==> config.mk <==
export PLATFORM = sky130hd
export DESIGN_NAME = ieee_normalize_round
export DESIGN_NICKNAME = d
export VERILOG_FILES = /design/src/rtl/ieee_normalize_round.sv
export SDC_FILE = /design/constraint.sdc
export NUM_CORES = 1
export LEC_CHECK = 0
export BUFFER_PORTS_ARGS = -buffer_cell sky130_fd_sc_hd__clkbuf_2
export CAP_MARGIN = 5
export CELL_PAD_IN_SITES_DETAIL_PLACEMENT = 0
export CELL_PAD_IN_SITES_GLOBAL_PLACEMENT = 1
export CORE_MARGIN = 5
export CORE_UTILIZATION = 35
export DETAILED_ROUTE_END_ITERATION = 8
export PLACE_DENSITY = 0.76
export SLEW_MARGIN = 5
export SYNTH_ARGS = -nofsm -noshare
export SYNTH_HDL_FRONTEND = slang
export SYNTH_SLANG_ARGS = --single-unit
export TNS_END_PERCENT = 30
==> constraint.sdc <==
create_clock -name clk -period 4.3 [get_ports clk]
set_input_delay 0.215 -clock clk [delete_from_list [all_inputs] [get_ports clk]]
set_output_delay 0.215 -clock clk [all_outputs]
set_load 0.005 [all_outputs]
==> src/rtl/ieee_normalize_round.sv <==
// ieee_normalize_round: post-add normalise and round stage for IEEE-754 binary32.
// Takes the raw sign, biased exponent and unnormalised mantissa from the adder.
// The mantissa is shifted right once on carry-out, or left one bit per cycle
// until the hidden bit is set. It is then rounded to nearest-even and packed
// into a single-precision word with status flags.
// Ports:
//   clk, rst            clock, synchronous active-high reset
//   in_valid/in_ready   operand handshake (ready only when idle and out of reset)
//   in_sign             sign of the raw result
//   in_exp[9:0]         signed biased exponent; weight of in_mant[26]
//   in_mant[27:0]       {carry, hidden, fraction[22:0], guard, round, sticky}
//   out_valid/out_ready result handshake
//   out_result[31:0]    {sign, exp[7:0], frac[22:0]}
//   out_flags[3:0]      {overflow, underflow, inexact, zero}
module ieee_normalize_round (
    input  logic        clk,
    input  logic        rst,
    input  logic        in_valid,
    output logic        in_ready,
    input  logic        in_sign,
    input  logic [9:0]  in_exp,
    input  logic [27:0] in_mant,
    output logic        out_valid,
    input  logic        out_ready,
    output logic [31:0] out_result,
    output logic [3:0]  out_flags
);

    localparam int unsigned EXP_W  = 10;
    localparam int unsigned MANT_W = 28;

    typedef enum logic [2:0] {
        IDLE  = 3'd0,
        CHECK = 3'd1,
        NORM  = 3'd2,
        ROUND = 3'd3,
        DONE  = 3'd4
    } state_t;

    state_t state;
    state_t state_next;

    logic                     sign_q;
    logic signed [EXP_W-1:0]  exp_q;
    logic [MANT_W-1:0]        mant_q;

    // Rounding datapath, evaluated from the held mantissa in ROUND
    logic                     round_up;
    logic [24:0]              m25;
    logic signed [EXP_W-1:0]  exp_r;
    logic [22:0]              frac_r;
    logic                     inexact;
    logic [31:0]              round_result;
    logic [3:0]               round_flags;

    // State register
    always_ff @(posedge clk) begin
        if (rst) begin
            state <= IDLE;
        end else begin
            state <= state_next;
        end
    end

    // Next-state logic
    always_comb begin
        state_next = state;
        case (state)
            IDLE: begin
                if (in_valid) state_next = CHECK;
            end
            CHECK: begin
                if (mant_q == '0)                       state_next = DONE;
                else if (mant_q[27] || mant_q[26])      state_next = ROUND;
                else                                    state_next = NORM;
            end
            NORM: begin
                // Underflow check precedes the shift; mant_q[25] becomes the hidden bit
                if (exp_q <= 10'sd1)   state_next = DONE;
                else if (mant_q[25])   state_next = ROUND;
            end
            ROUND: state_next = DONE;
            DONE: begin
                if (out_ready) state_next = IDLE;
            end
            default: state_next = IDLE;
        endcase
    end

    // Handshake outputs decoded from the state register
    always_comb begin
        in_ready  = 1'b0;
        out_valid = 1'b0;
        if (state == IDLE && !rst) in_ready = 1'b1;
        if (state == DONE)         out_valid = 1'b1;
    end

    // Round to nearest-even, then range-check the final exponent
    always_comb begin
        round_up     = mant_q[2] & (mant_q[3] | mant_q[1] | mant_q[0]);
        m25          = {1'b0, mant_q[26:3]} + 25'(round_up);
        exp_r        = m25[24] ? exp_q + 10'sd1 : exp_q;
        frac_r       = m25[24] ? m25[23:1] : m25[22:0];
        inexact      = mant_q[2] | mant_q[1] | mant_q[0];
        round_result = {sign_q, exp_r[7:0], frac_r};
        round_flags  = {1'b0, 1'b0, inexact, 1'b0};
        if (exp_r >= 10'sd255) begin
            round_result = {sign_q, 8'hFF, 23'd0};
            round_flags  = 4'b1010;
        end else if (exp_r <= 10'sd0) begin
            round_result = {sign_q, 31'd0};
            round_flags  = {1'b0, 1'b1, inexact, 1'b1};
        end
    end

    // Operand capture, normalisation shifts and result registers
    always_ff @(posedge clk) begin
        if (rst) begin
            sign_q     <= 1'b0;
            exp_q      <= '0;
            mant_q     <= '0;
            out_result <= '0;
            out_flags  <= '0;
        end else begin
            case (state)
                IDLE: begin
                    if (in_valid) begin
                        sign_q <= in_sign;
                        exp_q  <= in_exp;
                        mant_q <= in_mant;
                    end
                end
                CHECK: begin
                    if (mant_q == '0) begin
                        out_result <= '0;
                        out_flags  <= 4'b0001;
                    end else if (mant_q[27]) begin
                        // Dropped bit folds into sticky
                        mant_q <= {1'b0, mant_q[27:2], mant_q[1] | mant_q[0]};
                        exp_q  <= exp_q + 10'sd1;
                    end
                end
                NORM: begin
                    if (exp_q <= 10'sd1) begin
                        out_result <= {sign_q, 31'd0};
                        out_flags  <= 4'b0101;
                    end else begin
                        mant_q <= {mant_q[26:0], 1'b0};
                        exp_q  <= exp_q - 10'sd1;
                    end
                end
                ROUND: begin
                    out_result <= round_result;
                    out_flags  <= round_flags;
                end
                default: ;
            endcase
        end
    end

endmodule

**Yosys cells after proc, flatten, opt, wreduce, memory -nomap -nowiden**

Cells that the tools add are included.

- Equality and inequality tests: 12
- Bitwise operators: 6
- Magnitude comparators: 3
- Muxes and demuxes: 31
- Reduce and logical (&&, ||, !) cells: 12
- Add/sub/neg operators: 3

Operator list:

| operator | count |
|---|---|
| $pmux 32 s3 | 1 |
| $mux 28 | 3 |
| $pmux 28 s3 | 1 |
| $mux 32 | 2 |
| $mux 31 | 2 |
| $mux 10 | 5 |
| $pmux 10 s3 | 1 |
| $logic_not 28->1 | 1 |
| $mux 27 | 1 |
| $add 24x1->25 | 1 |
| $mux 23 | 1 |
| $mux 3 | 6 |
| $pmux 3 s5 | 1 |
| $ne 2x2->1 const B | 7 |
| $mux 4 | 3 |
| $pmux 4 s3 | 1 |
| $add 10x2->10 const B | 1 |
| $ge 10x9->1 const B | 1 |
| $le 10x1->1 const B | 1 |
| $le 10x2->1 const B | 1 |
| $sub 10x2->10 const B | 1 |
| $eq 3x2->1 const B | 2 |
| $reduce_and 3->1 | 2 |
| $reduce_bool 3->1 | 2 |
| 13 further kinds | 19 |

- Flip-flop bits (word level): 78
- Output and inout bits: 38
- Input port bits: 43

**Depth between registers and ports, before layout**

- Depth in word-level cells: 9
- Gate-level depth with buffers: 12
- Gate-level depth less buffers: 10

**Least setup slack after synthesis**

Ideal clock, no wire load.

- Kind: register -> register
- From: register mant_q[0]
- To: register out_result[10]
- Required time: 4.212 ns
- Clock period less this slack: 2.739 ns
- Setup slack: 1.561 ns
- Buffers on the path: 2
- Arrival time: 2.652 ns
- Cell stages (with the launch flop): 13
- Path through: dfxtp_1 -> nor3_1 -> nor2b_1 -> ha_1 -> ha_1 -> nand3_1 -> nor3_4 -> and3_1 -> buf_2 -> a211oi_1 -> nor2_1 -> buf_1 -> o31ai_1

- Longest elaborated chain between the ends: 8

Ends and longest elaborated chain:

| what | line | RTL |
|---|---|---|
| start: declaration | 45 | `logic [MANT_W-1:0] mant_q;` |
| start signal: assignment | 130 | `mant_q <= in_mant;` |
| start signal: assignment | 139 | `mant_q <= {1'b0, mant_q[27:2], mant_q[1] \| mant_q[0]};` |
| start signal: assignment | 148 | `mant_q <= {mant_q[26:0], 1'b0};` |
| $or 1x1->1 | 100 | `round_up = mant_q[2] & (mant_q[3] \| mant_q[1] \| mant_q[0]);` |
| $and 1x1->1 | 100 |  |
| $add 24x1->25 | 101 | `m25 = {1'b0, mant_q[26:3]} + 25'(round_up);` |
| $mux 10 | 102 | `exp_r = m25[24] ? exp_q + 10'sd1 : exp_q;` |
| $le 10x1->1 | 110 | `end else if (exp_r <= 10'sd0) begin` |
| $mux 31 | 110 |  |
| $mux 31 | 107 | `if (exp_r >= 10'sd255) begin` |
| $pmux 32 s3 | 125 | `case (state)` |
| end signal: assignment | 145 | `out_result <= {sign_q, 31'd0};` |
| end signal: assignment | 153 | `out_result <= round_result;` |
| end: declaration | 25 | `output logic [31:0] out_result,` |

Several ways; a longest one is shown, not always the timed one.
A chain may end at the register's enable or synchronous reset.

**Worst setup path in the final report**

- From: register mant_q[1]
- To: register out_result[3]

- Longest elaborated chain between the ends: 9

Ends and longest elaborated chain:

| what | line |
|---|---|
| $or 1x1->1 (2 in a row) | 100 |
| $and 1x1->1 | 100 |
| $add 24x1->25 | 101 |
| $mux 10 | 102 |
| $le 10x1->1 | 110 |
| $mux 31 | 110 |
| $mux 31 | 107 |
| $pmux 32 s3 | 125 |

Several ways; a longest one is shown, not always the timed one.

==> results_dict.tcl <==
set metrics [dict create \
    rsz0062_at_grt "false" \
    tritoncts "built" \
    grt_max_degree 45 \
    vdd_drop_max_mv 0.283 \
    fin_crit_ns 3.45 \
    whs_ns 0.101 \
    core_sq_um 13800 \
    post-route-util_pct 40.8 \
    required_ns 4.50 \
    vias_per_cell 5.88 \
    vias 5043 \
    clock_latency_ns 0.35 \
    cts_buffer_depth 2 \
    min_period_over_period_pct 80.2 \
    seq_area_frac_synth_pct 32.1 \
    avgSynthCellArea_sq_um 7.61 \
    ys_types 71 \
    slew_violations 0 \
    max_stage_delay_ns 0.73 \
    maxCapViolCount 0 \
    clock-sinks 78 \
    cp-start-kind "register" \
    yosys_warnings 0 \
    drt_iter0_drc 441 \
    final_cell_mix "80 x clkbuf_2, 78 x dfxtp_1, 77 x nand2_1" \
    worst_pin_slew_ns 0.919 \
    cp_max_fo 23 \
    synthCells 639 \
    wl_per_cell_microns 17.6 \
    nets 721 \
    cts_root_buffer "clkbuf_16" \
    fmax_mhz 290 \
    num_rows 43 \
    setup_tns_ns 0 \
    nFillCells 1469 \
    netlist_area_sq_um 4860 \
    setup_viol 0 \
    grt.total_usage_pct 18.5 \
    start_util_pct 35.3 \
    die_w_microns 128 \
    finalHoldViolCount 0 \
    skew_ns 0.00942 \
    grt_pass1_vias 4604 \
    cts-buffers-inserted 9 \
    cp-end-kind "register" \
    outcome "complete, no violations" \
    dp_hpwl_microns 11200 \
    crit_slowest_cell "o22a_1" \
    ios 81 \
    cellLeakagePower_nw 2.12 \
    async_flop_share_pct 0 \
    path_clk_slew_ns 0.06 \
    cp_cell_sequence "nor3_1 > nor2b_1 > ha_1 > ha_1 > nand3_1 > nor3_4 > nand3_1 > nor4_1 > o22a_1 > o21ai_0" \
    routed_wl_microns 15100 \
    drc 0 \
    final_common_cell "clkbuf_2" \
    antenna_found_initial 0 \
    place_congestion 0.927 \
    dp_cells 842 \
    report.power.total_mw 3.93 \
    postCtsSetupBuffers 0 \
    num_antenna_cells 0 \
    cts_resized 0 \
    synth_area_leaders "dfxtp_1 32%, nand2_1 5.9%, o21ai_0 4.9%" \
    drive_gt1_share_pct 19.8 \
    worstSetupPathType "register to register" \
    drt_pass1_iterations 5 \
    synth-seq-cells 78 \
    hp-class "input port to register" \
    power-per-cell-area_nw_per_um2 699 \
    syn_nets 687 \
    fin_cells 858 \
    grt_pass1_wl_microns 24500 \
    dieArea_sq_um 16300 \
    die_height_microns 128 \
    port_buffers 80 \
    yosysTopAreaCell "dfxtp_1" \
    max_slew_margin_pct 38.5 \
    synth_edf_count 0 \
    h-tree-depth 3 \
    critPathArrivalTime_ns 3.65 \
    hold_buffers 0 \
    final_antenna_net_count 0 \
    grt_overflow 0 \
    synth_flop_cell "dfxtp_1" \
    yosysTopAreaCellShare_pct 32.1 \
    areaGrowthSynthToFinish_pct 15.6 \
]
synthesized netlist by cell type, types with 4 or more instances:
master / number
clkbuf_1: 39
dfxtp_1: 78
a31oi_1: 31
or2_2: 4
and3_1: 8
ha_1: 5
or3_1: 7
a22o_1: 6
nor3_1: 17
o211ai_1: 7
and4_1: 5
o21ai_0: 48
o21ai_1: 8
a211oi_1: 11
xnor2_1: 18
and2_1: 4
a21oi_1: 25
xor2_1: 9
o22ai_1: 7
inv_1: 8
a22oi_1: 30
nor2_1: 30
o31ai_1: 10
nand2_1: 77
nor4_1: 14
o31ai_2: 4
nand3_1: 38
nand4_1: 7
buf_2: 19
buf_1: 4
sequential cells by signal, summed over array words and instances, names as in the netlist:
register	flops
exp_q	10
out_result	32
state	3
mant_q	28
sign_q	1
out_flags	4
cell type report:
class	instances	area (sq um)	area share, %
Clock buffer	9	225	4.01
Clock inverter	7	103	1.83
Inverter	8	30.0	0.534
Multi-Input combinational cell	485	2990	53.3
Sequential cell	78	1560	27.8
Tap cell	180	225	4.01
Timing Repair Buffer	91	483	8.59
critical path: cells and delay by family, from the launching register on:
family                     cells  cell delay, ns
adders and majority gates      2            0.39
DFF                            1            0.40
AOI/OAI and AO/OA              2            0.93
and+or+nand+nor                6            1.56
path summary, 6_finish.rpt:
kind / start / to / slack, ns / cells past startpoint
max: mant_q[1] / out_result[3] / 0.85 / 10
min reg2reg: out_result[17] / out_result[17] / 0.45 / 2
min: in_sign / sign_q / 0.10 / 3
max reg2reg: mant_q[1] / out_result[3] / 0.85 / 10
through the flow:
stage	worst slack, ns	area [sq um]
after global routing	0.459	5620
after floorplan	1.56	4860
after global placement	0.992	5290
after CTS	0.876	5620
final	0.850	5620
after detailed placement	0.876	5290
power by group:
part	switching [mW]	total, mW	internal [mW]
clock network	0.326	0.843	0.517
registers	0.401	1.30	0.901
logic	1.12	1.79	0.661
total	1.85	3.93	2.08
logic make-up (layout without fill, tap and decap cells):
family | count (synthesis) | count (layout) | share of synthesized area (%)
adder cells (fa/ha/maj) | 5 | 5 | 1.29
AO/OA/AOI/OAI | 217 | 217 | 29.8
AND/OR/NAND/NOR | 234 | 234 | 24.6
XOR/XNOR | 27 | 27 | 4.86
flip-flops | 78 | 78 | 32.1
multiplexers | 2 | 2 | 0.437
buffers and inverters | 76 | 115 | 6.90
layer usage:
layer,share of wire (%),GRT usage [%],vias to the layer above
met4,1.6,6.49,0
met5,0,0,-
met3,5.8,3.08,19
met1,50,27.6,2366
met2,42,26.6,191
li1,-,-,2467
Power figures use the tool's default switching activity.
